$ cat src/rtl/alu_pkg.sv
// rtl/alu_pkg.sv - shared widths, function codes, FSM states and flag indices for the ALU execute stage
package alu_pkg;

    localparam int DATA_W  = 8;
    localparam int FUNC_W  = 3;
    localparam int REG_CNT = 8;
    localparam int ADDR_W  = $clog2(REG_CNT);

    localparam logic [FUNC_W-1:0] FUNC_NOP = 3'b000;
    localparam logic [FUNC_W-1:0] FUNC_ADD = 3'b001;

    localparam int FLAG_Z = 0;
    localparam int FLAG_N = 1;
    localparam int FLAG_V = 2;

    typedef enum logic [1:0] {
        ST_IDLE  = 2'd0,
        ST_FETCH = 2'd1,
        ST_EXEC  = 2'd2,
        ST_WB    = 2'd3
    } state_t;

    typedef struct packed {
        logic [FUNC_W-1:0] func;
        logic [ADDR_W-1:0] rd;
        logic [ADDR_W-1:0] rs1;
        logic [ADDR_W-1:0] rs2;
        logic              use_imm;
        logic [DATA_W-1:0] imm;
    } instr_t;

    // Assemble the {V,N,Z} status word from the individual ALU flags.
    function automatic logic [2:0] pack_flags(input logic zero, input logic neg, input logic ovf);
        logic [2:0] f;
        f         = '0;
        f[FLAG_Z] = zero;
        f[FLAG_N] = neg;
        f[FLAG_V] = ovf;
        return f;
    endfunction

endpackage

$ cat src/rtl/regfile_8x8.sv
// rtl/regfile_8x8.sv - 8x8 register file, two operand read ports, debug read port, one write port
//
// Ports:
//   i_clk, i_rst_n        clock, async active-low reset (clears all registers)
//   i_we/i_waddr/i_wdata  synchronous write port; writes to r0 are dropped
//   i_raddr_a/o_rdata_a   combinational operand read port A
//   i_raddr_b/o_rdata_b   combinational operand read port B
//   i_dbg_addr/o_dbg_data combinational debug read port
//   r0 always reads as zero on every port.
module regfile_8x8
    import alu_pkg::*;
(
    input  logic              i_clk,
    input  logic              i_rst_n,
    input  logic              i_we,
    input  logic [ADDR_W-1:0] i_waddr,
    input  logic [DATA_W-1:0] i_wdata,
    input  logic [ADDR_W-1:0] i_raddr_a,
    output logic [DATA_W-1:0] o_rdata_a,
    input  logic [ADDR_W-1:0] i_raddr_b,
    output logic [DATA_W-1:0] o_rdata_b,
    input  logic [ADDR_W-1:0] i_dbg_addr,
    output logic [DATA_W-1:0] o_dbg_data
);

    logic [DATA_W-1:0] regs [0:REG_CNT-1];

    always_ff @(posedge i_clk or negedge i_rst_n) begin
        if (!i_rst_n) begin
            for (int i = 0; i < REG_CNT; i++) begin
                regs[i] <= '0;
            end
        end else if (i_we && (i_waddr != '0)) begin
            regs[i_waddr] <= i_wdata;
        end
    end

    // The address-zero guard keeps r0 at zero even if storage for it exists.
    assign o_rdata_a  = (i_raddr_a  == '0) ? '0 : regs[i_raddr_a];
    assign o_rdata_b  = (i_raddr_b  == '0) ? '0 : regs[i_raddr_b];
    assign o_dbg_data = (i_dbg_addr == '0) ? '0 : regs[i_dbg_addr];

endmodule

$ cat src/rtl/alu_exec_stage.sv
// rtl/alu_exec_stage.sv - execute-stage sequencer driving an external 8-bit ALU with register writeback
//
// Ports:
//   i_clk, i_rst_n                     clock, async active-low reset
//   i_valid/o_ready                    instruction handshake (accept only in IDLE)
//   i_func,i_rd,i_rs1,i_rs2,
//   i_use_imm,i_imm                    decoded instruction fields
//   o_alu_s1,o_alu_s2,o_alu_en,
//   o_alu_func                         registered operands/control to the ALU
//   i_alu_result,i_alu_zero,
//   i_alu_negative,i_alu_overflow      combinational ALU results
//   o_flags                            sticky status {V,N,Z}
//   o_done,o_wb_we,o_wb_addr,o_wb_data retire pulse and writeback info
//   i_dbg_addr/o_dbg_data              debug register read
//
// One instruction every four cycles: IDLE(accept) -> FETCH -> EXEC -> WB.
module alu_exec_stage
    import alu_pkg::*;
(
    input  logic              i_clk,
    input  logic              i_rst_n,
    input  logic              i_valid,
    output logic              o_ready,
    input  logic [FUNC_W-1:0] i_func,
    input  logic [ADDR_W-1:0] i_rd,
    input  logic [ADDR_W-1:0] i_rs1,
    input  logic [ADDR_W-1:0] i_rs2,
    input  logic              i_use_imm,
    input  logic [DATA_W-1:0] i_imm,
    output logic [DATA_W-1:0] o_alu_s1,
    output logic [DATA_W-1:0] o_alu_s2,
    output logic              o_alu_en,
    output logic [FUNC_W-1:0] o_alu_func,
    input  logic [DATA_W-1:0] i_alu_result,
    input  logic              i_alu_zero,
    input  logic              i_alu_negative,
    input  logic              i_alu_overflow,
    output logic [2:0]        o_flags,
    output logic              o_done,
    output logic              o_wb_we,
    output logic [ADDR_W-1:0] o_wb_addr,
    output logic [DATA_W-1:0] o_wb_data,
    input  logic [ADDR_W-1:0] i_dbg_addr,
    output logic [DATA_W-1:0] o_dbg_data
);

    state_t            state_q;
    state_t            state_d;
    instr_t            instr_q;
    logic [DATA_W-1:0] result_q;
    logic [2:0]        alu_flags_q;
    logic [DATA_W-1:0] rs1_data;
    logic [DATA_W-1:0] rs2_data;
    logic              retire_alu;
    logic              rf_we;

    regfile_8x8 u_regfile (
        .i_clk      (i_clk),
        .i_rst_n    (i_rst_n),
        .i_we       (rf_we),
        .i_waddr    (instr_q.rd),
        .i_wdata    (result_q),
        .i_raddr_a  (instr_q.rs1),
        .o_rdata_a  (rs1_data),
        .i_raddr_b  (instr_q.rs2),
        .o_rdata_b  (rs2_data),
        .i_dbg_addr (i_dbg_addr),
        .o_dbg_data (o_dbg_data)
    );

    always_ff @(posedge i_clk or negedge i_rst_n) begin
        if (!i_rst_n) begin
            state_q <= ST_IDLE;
        end else begin
            state_q <= state_d;
        end
    end

    always_comb begin
        state_d = state_q;
        case (state_q)
            ST_IDLE:  if (i_valid) state_d = ST_FETCH;
            ST_FETCH: state_d = ST_EXEC;
            ST_EXEC:  state_d = ST_WB;
            ST_WB:    state_d = ST_IDLE;
            default:  state_d = ST_IDLE;
        endcase
    end

    // Operands are read in FETCH, so a dependent instruction accepted right
    // after WB already sees the written value; no forwarding is needed.
    always_ff @(posedge i_clk or negedge i_rst_n) begin
        if (!i_rst_n) begin
            instr_q     <= '0;
            o_alu_s1    <= '0;
            o_alu_s2    <= '0;
            o_alu_func  <= '0;
            o_alu_en    <= 1'b0;
            result_q    <= '0;
            alu_flags_q <= '0;
            o_flags     <= '0;
        end else begin
            case (state_q)
                ST_IDLE: begin
                    if (i_valid) begin
                        instr_q.func    <= i_func;
                        instr_q.rd      <= i_rd;
                        instr_q.rs1     <= i_rs1;
                        instr_q.rs2     <= i_rs2;
                        instr_q.use_imm <= i_use_imm;
                        instr_q.imm     <= i_imm;
                    end
                end
                ST_FETCH: begin
                    o_alu_s1   <= rs1_data;
                    o_alu_s2   <= instr_q.use_imm ? instr_q.imm : rs2_data;
                    o_alu_func <= instr_q.func;
                    o_alu_en   <= 1'b1;
                end
                ST_EXEC: begin
                    result_q    <= i_alu_result;
                    alu_flags_q <= pack_flags(i_alu_zero, i_alu_negative, i_alu_overflow);
                    o_alu_en    <= 1'b0;
                end
                ST_WB: begin
                    // Flags update even when rd is r0 so compares still work.
                    if (retire_alu) begin
                        o_flags <= alu_flags_q;
                    end
                end
                default: begin
                end
            endcase
        end
    end

    always_comb begin
        o_ready    = (state_q == ST_IDLE);
        o_done     = (state_q == ST_WB);
        retire_alu = o_done && (instr_q.func != FUNC_NOP);
        rf_we      = retire_alu && (instr_q.rd != '0);
        o_wb_we    = rf_we;
        o_wb_addr  = rf_we ? instr_q.rd : '0;
        o_wb_data  = retire_alu ? result_q : '0;
    end

endmodule

$ cat config.mk
export PLATFORM = sky130hd
export DESIGN_NAME = alu_exec_stage
export DESIGN_NICKNAME = d
export VERILOG_FILES = /design/src/rtl/alu_pkg.sv /design/src/rtl/regfile_8x8.sv /design/src/rtl/alu_exec_stage.sv
export SDC_FILE = /design/constraint.sdc
export NUM_CORES = 1
export LEC_CHECK = 0
export ABC_AREA = 1
export BUFFER_PORTS_ARGS = -buffer_cell sky130_fd_sc_hd__buf_2
export CORE_ASPECT_RATIO = 2
export CORE_UTILIZATION = 30
export DETAILED_ROUTE_END_ITERATION = 16
export PLACE_DENSITY_LB_ADDON = 0.3
export SLEW_MARGIN = 20
export SYNTH_ARGS = -nofsm -noshare
export SYNTH_HDL_FRONTEND = slang
export SYNTH_SLANG_ARGS = --single-unit
export TNS_END_PERCENT = 30
$ cat constraint.sdc
create_clock -name i_clk -period 1.6 [get_ports i_clk]
set_input_delay 0.32 -clock i_clk [delete_from_list [all_inputs] [get_ports i_clk]]
set_output_delay 0.32 -clock i_clk [all_outputs]
set_load 0.02 [all_outputs]
==> results of run 1 <==
[kinds of logic (layout without fill, tap and decap cells)]
family,Yosys count,count (layout),share of synthesized area
AOI/OAI and AO/OA,194,194,0.167
muxes,3,3,0.00533
and+or+nand+nor,370,370,0.249
DFF,121,121,0.478
adders and majority gates,4,4,0.00790
buffers and inverters,130,293,0.0923
[how the worst max path moves through the flow]
| stage | start | end | slack [ns] | depth (start not counted) |
|---|---|---|---|---|
| after floorplan | state_q[0] | o_wb_addr[1] | 0.03 | 5 |
| after global placement | i_dbg_addr[1] | o_dbg_data[3] | -0.07 | 7 |
| after detailed placement | i_dbg_addr[0] | o_dbg_data[0] | -0.07 | 7 |
| after CTS | state_q[0] | o_wb_addr[1] | -0.26 | 6 |
| after global routing | state_q[0] | o_wb_addr[2] | -0.35 | 6 |
| final | state_q[0] | o_wb_addr[2] | -0.26 | 6 |
[state kept, by name, indices dropped and copies added, names as in the netlist]
signal          cells
alu_flags_q         3
instr_q            21
o_alu_en            1
o_alu_func          3
o_alu_s1            8
o_alu_s2            8
o_flags             3
result_q            8
state_q             2
u_regfile.regs     64
[per-stage QoR]
step	area [um2]	worst slack (ns)	total power, uW	TNS (ns)
floorplan	6350	0.0267	10400	0
global placement	7420	-0.0699	13700	-0.232
detailed placement	7420	-0.0661	13800	-0.220
CTS	8340	-0.257	18700	-4.68
global route	8600	-0.349	20500	-6.42
finish	8600	-0.262	19300	-4.32
[cell usage in the layout, fill, tap and decap left out, types with 10 or more instances in the layout]
cell type | netlist | routed
o21ai_2 | 12 | 12
dfrtp_1 | 121 | 118
o21ai_1 | 15 | 34
nor2_1 | 71 | 63
buf_2 | 17 | 60
o21ai_0 | 83 | 64
o211ai_1 | 17 | 17
nand3_1 | 65 | 65
buf_6 | 7 | 17
a21oi_1 | 67 | 53
clkbuf_16 | 0 | 17
nand2_1 | 210 | 209
a21oi_2 | 0 | 13
inv_1 | 71 | 40
inv_2 | 5 | 36
buf_4 | 5 | 94
buf_12 | 0 | 10
[cell type report]
cell class | count | area (um2)
clock inverter | 12 | 198
timing repair buffer | 182 | 1410
clock buffer | 20 | 447
multi-input combinational | 571 | 2890
sequential | 121 | 3030
tap | 266 | 333
fill | 2116 | 12000
inverter | 79 | 297
[routing by layer]
| metal | track usage | routed length, um | up-vias | share of wire |
|---|---|---|---|---|
| li1 | - | - | 2984 | - |
| met5 | 0 | 0 | - | 0 |
| met4 | 0.158 | 1500 | 0 | 0.069 |
| met1 | 0.205 | 7640 | 2850 | 0.35 |
| met3 | 0.0342 | 833 | 78 | 0.038 |
| met2 | 0.377 | 11800 | 206 | 0.54 |
[power by group]
group / switching [uW] / internal (uW)
sequential: 1070 / 4440
combinational: 5780 / 3770
clock: 1470 / 2800
total: 8310 / 11000
[critical path: cells and delay by family, from the launching register on]
family / cells / cell delay (ns)
buffers and inverters: 2 / 0.18
adders and majority gates: 1 / 0.19
AOI/OAI and AO/OA: 1 / 0.14
and+or+nand+nor: 2 / 0.18
DFF: 1 / 0.41
[what timing repair did]
item / 4_1_cts / 5_1_grt
hold buffers: 1 / 0
pin swaps: 7 / 18
setup endpoints to repair: 21 / 53
endpoints found under the hold margin: 21 / 0
gates cloned: 0 / 0
gates resized for setup: 71 / 55
buffers inserted: 14 / 20
==> out/summary.txt, run 1 <==
Outcome: complete, but fails checks
Failing checks: setup timing
Detail Placement HPWL: 16100 um
HP Start: i_alu_overflow
Largest net degree at the start of global routing: 48
Most numerous cell in the Yosys netlist: nand2_1
Gr usage total: 0.207
Critical path type: flop to output pin
Crit path cell chain: ha_4 -> nand2_8 -> a21oi_4 -> inv_2 -> nor2_2 -> buf_6
Vias: 6118
Wire per inst: 17.4 um
Post-Synthesis Cells: 822
Skew final: 0.00706 ns
Post-Route Utilization: 0.419
Worst hold path class: input pin to flop
Nets: 1014
Sequential area share after synthesis: 0.478
Clock buffer count from CTS: 17
Leak Pwr: 0.00420 uW
Least-Margin Pin Slew: 0.433 ns
Synth cell count leaders: 210 x nand2_1, 121 x dfrtp_1, 83 x o21ai_0
IO Port Bufs: 82
Final wirelength: 21800 um
Yosys cell types: 26
Ys async rst share: 1.00
TritonCTS clock tree: built
Kind of end point of the critical path: output pin
Final Hold Viols: 0
Io pins: 83
CP Data Arrival Time: 1.54 ns
Peak supply drop: 1.17 mV
Top post-synthesis cells by area: dfrtp_1 48%, nand2_1 12%, o21ai_0 6.6%, a21oi_1 5.3%, nand3_1 5.1%
Post-synth top area share: 0.478
Horiz. Die Dim: 105 um
Period utilization: 1.16
Global-route wire length before repair: 33200 um
Reg-to-reg endpoint: u_regfile.regs[8]
Crit-path max cell delay: 0.41 ns
Syn_nets: 864
GP Congestion: 0.910
Drt pass-1 iters: 5
Worst setup margin: -0.262 ns
Most common flop cell mapped by yosys: dfrtp_1
Clock Latency Late Sink: 0.44 ns
Hold Path Depth: 3
Clock sinks: 121
Slew HR: 0.711
N_diodes: 0
Final setup viols: 23
Crit-path slowest cell: dfrtp_1
Critical Path Fanout Max: 7
Overflow after GRT: 0
Tmin final: 1.86 ns
Worst hold slack: 0.0898 ns
FF-to-FF Start: state_q[0]
Clock buffer depth: 2
Synth area leader: dfrtp_1
#FFs+latches synth: 121
Post-Syn Area: 0.00633 mm2
Core ar.: 0.0206 mm2
F_max: 0.537 GHz
R2r setup slk: -0.02 ns
Rows: 74
Worst Setup Start Kind: flop
# DRC: 0
Synth warn: 0
DRT iter0 DRCs: 454
Max Cap Viol: 0
Worst Hold End: alu_flags_q[2]
Initial Util: 0.308
Layout cells sized above 1: 0.314
CTS root buf: clkbuf_16
Worst r2r path cells: 9
Mean Syn Cell Area: 7.71 um2
Vias per inst: 4.89
Setup repair after global routing missed its margin: true
Synth-to-Final Area Change: 35.8%
Clk pin slew, worst setup/hold paths: 0.05 ns
CP Data Required Time: 1.28 ns
Die span in y: 207 um
Max Slew Vio Count: 0
Vias in the first global route: 5857
H-tree level count: 4
Layout Cells excl Fill: 1251
ANT nets after route: 0
Number of flops mapped to enable cells by yosys: 0
Die footprint: 0.0217 mm2
Initial antenna violation count: 0
Power Dens Cells: 2240 mW/mm2
Total placed cells including tap cells: 1184
Power figures use the tool's default switching activity.
==> run 2, diff against run 1 <==
--- a/config.mk
+++ b/config.mk
@@ -5,13 +5,12 @@
 export SDC_FILE = /design/constraint.sdc
 export NUM_CORES = 1
 export LEC_CHECK = 0
-export ABC_AREA = 1
+export ABC_AREA = 0
 export BUFFER_PORTS_ARGS = -buffer_cell sky130_fd_sc_hd__buf_2
 export CORE_ASPECT_RATIO = 2
 export CORE_UTILIZATION = 30
 export DETAILED_ROUTE_END_ITERATION = 16
 export PLACE_DENSITY_LB_ADDON = 0.3
-export SLEW_MARGIN = 20
 export SYNTH_ARGS = -nofsm -noshare
 export SYNTH_HDL_FRONTEND = slang
 export SYNTH_SLANG_ARGS = --single-unit
==> run 2 against run 1 <==
Effect of this change: the flow still finishes with violations (setup timing); sequential power rose by 3%; first-iteration DRC count is 35% lower; sequential cell count shrank 8; die area is 7.4% lower; wire length down 15%; critical path depth is 2 lower; clock power decreased by 5.2%; synthesized area fell by 7.5%; sequential share of layout area is 2.9 points lower; combinational power up 6%; clock skew rose by 0.0012 ns; utilization rose by 3.8 points.
==> out/summary.txt, run 2 <==
Synth-to-Final Area Change: 49.6%
Mean Syn Cell Area: 12.8 um2
Largest family of logic cells by synthesized area: multiplexers
Synth cell count leaders: 113 x dfrtp_1, 109 x mux2_2, 27 x mux2i_1
Setup repair after global routing missed its margin: true
Most common flop cell mapped by yosys: dfrtp_1
Kind of end point of the critical path: output pin
Die footprint: 0.0201 mm2
Yosys cell types: 37
Commonest non-fill, non-tap cells in the layout: 110 x dfrtp_1, 82 x buf_4, 60 x buf_2
Layout cells sized above 1: 0.635
Place WS: -0.222 ns
Die span in y: 200 um
Max reg flops: 56
F_max: 0.505 GHz
Critical Path Fanout Max: 5
Fin Setup TNS: -13.78 ns
Detail Placement HPWL: 13100 um
IO Port Bufs: 82
GP Congestion: 0.868
Io pins: 83
Largest net degree at the start of global routing: 56
Drt pass-1 iters: 5
Post-synthesis xor/xnor area fraction: 0
Nets: 684
Clock sinks: 113
Outcome: complete, but fails checks
N_diodes: 0
Vias per inst: 5.01
Power Dens Cells: 2260 mW/mm2
Least-Margin Pin Slew: 0.635 ns
Worst Setup Start Kind: flop
Rows: 72
Gr usage total: 0.195
H-tree level count: 4
Final Hold Viols: 0
Most numerous cell in the Yosys netlist: dfrtp_1
FF-to-FF Start: state_q[0]
Skew final: 0.00824 ns
Post-synth top area share: 0.483
ANT nets after route: 0
CP Launch Point: instr_q[20]
Clock buffer count from CTS: 17
Top post-synthesis cells by area: dfrtp_1 48%, mux2_2 21%, mux2i_1 4.6%, mux4_2 4.6%, mux2_4 2.1%
Multiplexer share of the synthesized area: 0.322
Reg-to-reg endpoint: u_regfile.regs[33]
Simple-Gate Fraction of Synth Area: 0.0547
Critical path type: flop to output pin
Synth area leader: dfrtp_1
Worst setup margin: -0.380 ns
TritonCTS clock tree: built
Period utilization: 1.24
Core ar.: 0.0192 mm2
Initial Util: 0.305
Global-route wire length before repair: 29000 um
Syn_nets: 498
Ys async rst share: 1.00
R2r setup slk: -0.20 ns
Compound-Gate Fraction of Synth Area: 0.0944
Tmin final: 1.98 ns
CP Data Required Time: 1.28 ns
Commonest non-fill, non-tap cell in the layout: dfrtp_1
Final setup viols: 79
Overflow after GRT: 0
CP endpoint: o_wb_data[2]
Leak Pwr: 0.00403 uW
Peak supply drop: 0.920 mV
Sequential area share after synthesis: 0.483
Max Slew Vio Count: 0
Synth Area in Adders: 0.00854
CP Data Arrival Time: 1.66 ns
Number of flops mapped to enable cells by yosys: 0
Vias in the first global route: 5211
# DRC: 0
Post-Synthesis Cells: 456
HP Start: i_alu_overflow
Final wirelength: 18400 um
Vias: 4583
Clock buffer depth: 2
Largest Register: u_regfile.regs
Post-Syn Area: 0.00586 mm2
Synth warn: 0
Worst r2r path cells: 8
Slew HR: 0.577
Failing checks: setup timing
Wire per inst: 20.1 um
DRT iter0 DRCs: 297
Horiz. Die Dim: 101 um
Initial antenna violation count: 0
#FFs+latches synth: 113
Worst hold path class: input pin to flop
Max Cap Viol: 0
Clk pin slew, worst setup/hold paths: 0.05 ns
Largest registers: u_regfile.regs x56, instr_q x21
Clock Latency Late Sink: 0.42 ns
CTS root buf: clkbuf_16
-- run 2: layout make-up --
type | count | area, um2
clock buffer | 23 | 478
clock inverter | 9 | 154
fill | 1728 | 10400
inverter | 19 | 76.3
multi-input combinational | 296 | 3260
sequential | 113 | 2830
tap | 259 | 324
timing repair buffer | 195 | 1640
-- run 2: how the worst min path moves through the flow --
stage,end,depth (start not counted)
2_1_floorplan,alu_flags_q[0],0
3_3_place_gp,instr_q[7],1
3_5_place_dp,o_alu_s1[0],1
4_1_cts,result_q[4],2
5_1_grt,result_q[4],2
6_report,alu_flags_q[2],2
-- run 2: power breakdown --
group / total (uW) / leakage (uW) / switching [uW] / internal (uW)
registers: 5650 / 0.00139 / 1410 / 4240
logic: 10100 / 0.00234 / 4450 / 5640
clock network: 4040 / 0.000303 / 1310 / 2720
-- run 2: kinds of logic (layout without fill, tap and decap cells) --
logic type | count (synthesis) | after routing
and+or+nand+nor | 61 | 61
muxes | 156 | 156
adders and majority gates | 4 | 4
buffers and inverters | 47 | 246
DFF | 113 | 113
AOI/OAI and AO/OA | 75 | 75
-- run 2: critical path, stage by stage (launching register included) --
cell and delay (ns):
dfrtp_1 0.39, o31a_4 0.42, buf_8 0.15, and2_4 0.15
buf_6 0.12
-- run 2: per-layer routing --
layer / up-vias / GRT usage / wire [um] / share of wire
met2: 149 / 0.360 / 10500 / 0.57
li1: 2076 / - / - / -
met5: - / 0 / 0 / 0
met1: 2297 / 0.192 / 6260 / 0.34
met4: 0 / 0.131 / 972 / 0.053
met3: 61 / 0.0395 / 684 / 0.037
-- run 2: repair_timing --
| item | 4_1_cts | 5_1_grt |
|---|---|---|
| endpoints found under the setup margin | 88 | 100 |
| hold endpoints to repair | 15 | 0 |
| resized for setup | 100 | 81 |
| setup buffers | 37 | 8 |
| pin swaps | 13 | 12 |
| hold buffers | 1 | 0 |
| cloned | 0 | 1 |
-- run 2: stage by stage --
stage / area, um2 / hold WS [ns] / util / power (uW) / instances
final: 8760 / 0.130 / 0.457 / 19800 / 914
after global routing: 8760 / 0.118 / 0.457 / 20900 / 914
after CTS: 8420 / 0.116 / 0.439 / 19000 / 908
after detailed placement: 7170 / 0.217 / 0.374 / 13500 / 840
after global placement: 7170 / 0.217 / 0.374 / 13200 / 840
after floorplan: 5900 / 0.0244 / - / 10400 / 456
==> run 3, diff against run 2 <==
--- a/config.mk
+++ b/config.mk
@@ -8,8 +8,9 @@
 export ABC_AREA = 0
 export BUFFER_PORTS_ARGS = -buffer_cell sky130_fd_sc_hd__buf_2
 export CORE_ASPECT_RATIO = 2
-export CORE_UTILIZATION = 30
+export CORE_UTILIZATION = 57
 export DETAILED_ROUTE_END_ITERATION = 16
+export GPL_ROUTABILITY_DRIVEN = 0
 export PLACE_DENSITY_LB_ADDON = 0.3
 export SYNTH_ARGS = -nofsm -noshare
 export SYNTH_HDL_FRONTEND = slang
==> run 3 against run 2 <==
Effect of this change: clock power decreased by 7.7%; count of clock-buffer cells in the layout fell by 3; final area fell by 1.9%; global-route usage is 22 points higher; the flow still finishes with violations (setup timing); non-clock buffer count grew 4; highest routed layer unchanged; final cell count down 13%; sequential share of layout area rose by 0.63 points.
==> out/summary.txt, run 3 (synthesized netlist as in run 2, its figures left out) <==
Clock buffer depth: 2
Clock buffer count from CTS: 17
Detail Placement HPWL: 11100 um
Commonest non-fill, non-tap cell in the layout: dfrtp_1
Outcome: complete, but fails checks
Failing checks: setup timing
Clock Latency Late Sink: 0.42 ns
Final Hold Viols: 0
Int Pwr: 12400 uW
CP Data Required Time: 1.28 ns
CP Data Arrival Time: 1.78 ns
N_diodes: 0
Wire per inst: 29.4 um
Global-route wire length before repair: 31600 um
IO Port Bufs: 82
DRT iter0 DRCs: 712
Number of fill cells in the layout: 446
Synth-to-Final Area Change: 46.8%
FF-to-FF Start: state_q[1]
Layout cells sized above 1: 0.641
Largest net degree at the start of global routing: 70
Io pins: 83
Reg area: 0.00283 mm2
Kind of end point of the critical path: output pin
Max Cap Viol: 0
Critical Path Fanout Max: 3
Clock sinks: 113
Critical path type: flop to output pin
Reg-to-reg endpoint: u_regfile.regs[50]
Worst hold path class: input pin to flop
CTS root buf: clkbuf_16
Drt pass-1 iters: 5
Period utilization: 1.31
Final setup viols: 127
Gr usage total: 0.410
ANT nets after route: 0
Clock power share: 0.178
Commonest non-fill, non-tap cells in the layout: 109 x dfrtp_1, 91 x buf_4, 68 x mux2_4
Skew final: 0.0126 ns
Total placed cells including tap cells: 708
Largest registers: u_regfile.regs x56, instr_q x21
TritonCTS clock tree: built
Vias per inst: 6.81
HP Start: i_func[0]
Largest Register: u_regfile.regs
Switching share of power: 0.405
Slew HR: 0.629
Worst r2r path cells: 6
Worst Hold End: instr_q[18]
Final wirelength: 23300 um
Layout Cells excl Fill: 793
Worst setup margin: -0.497 ns
Post-Route Utilization: 0.852
Leak Pwr: 0.00408 uW
Initial antenna violation count: 0
R2r setup slk: -0.41 ns
# DRC: 0
Overflow after GRT: 0
Clk pin slew, worst setup/hold paths: 0.06 ns
Comb power frac: 0.538
Power Dens Cells: 2430 mW/mm2
H-tree level count: 4
Max reg flops: 56
Rows: 52
Switching power: 8460 uW
Vias in the first global route: 5577
Horiz. Die Dim: 73.7 um
Part of the power in registers: 0.284
Initial Util: 0.581
Core ar.: 0.0101 mm2
Tmin final: 2.10 ns
Die footprint: 0.0107 mm2
Nets: 688
Peak supply drop: 1.61 mV
Multi-input logic area: 0.00329 mm2
Setup repair after global routing missed its margin: true
Least-Margin Pin Slew: 0.557 ns
Worst Setup Start Kind: flop
Max Slew Vio Count: 0
Die span in y: 145 um
Vias: 5404
Hold Path Depth: 2
F_max: 0.477 GHz
## run 3: through the flow
stage          power, uW  area, um2  setup TNS (ns)  setup slack, ns  hold WS [ns]
2_1_floorplan      10400       5900           -3.87           -0.134        0.0244
3_3_place_gp       12800       6970           -5.11           -0.146         0.188
3_5_place_dp       13200       6970           -8.06           -0.159         0.195
4_1_cts            19000       8440          -18.55           -0.359         0.127
5_1_grt            21400       8600          -34.79           -0.507         0.127
6_report           20900       8600          -33.23           -0.497         0.128
## run 3: cell type report
class                      instances  share of cell area
sequential                       113               0.330
clock buffer                      20              0.0520
tap                              135              0.0196
multi-input combinational        296               0.383
timing repair buffer             199               0.194
clock inverter                    11              0.0132
inverter                          19             0.00888
## run 3: worst max path at each step
stage / from / endpoint / slack (ns)
after floorplan: i_dbg_addr[1] / o_dbg_data[3] / -0.13
after global placement: i_dbg_addr[0] / o_dbg_data[7] / -0.15
after detailed placement: i_dbg_addr[1] / o_dbg_data[0] / -0.16
after CTS: instr_q[19] / o_wb_data[1] / -0.36
after global routing: instr_q[20] / o_wb_addr[0] / -0.51
final: instr_q[20] / o_wb_addr[0] / -0.50
## run 3: power groups by stage
stage	sequential (uW)	clock, uW	combinational (uW)
finish	5940	3730	11200
global route	5970	3850	11600
CTS	5550	3640	9850
detailed placement	5740	0	7510
global placement	5580	0	7250
floorplan	5510	0	4860
## run 3: metal layers
metal | global-route usage | share of wire | vias up
met5 | 0 | 0 | -
met1 | 0.456 | 0.33 | 2697
met2 | 0.673 | 0.50 | 459
met3 | 0.0976 | 0.082 | 179
met4 | 0.281 | 0.091 | 0
li1 | - | - | 2069
## run 3: repair_timing
item | CTS | global route
cloned | 1 | 0
hold buffers | 1 | 0
resized for setup | 152 | 36
buffers inserted | 48 | 7
pin swaps | 16 | 16
setup endpoints to repair | 97 | 125
hold endpoints to repair | 13 | 0
## run 3: critical path, stage by stage, from the launching register on
cell     delay, ns
dfrtp_2       0.45
o31a_4        0.43
buf_6         0.14
nand2_4       0.07
buf_6         0.10
inv_2         0.03
buf_6         0.12
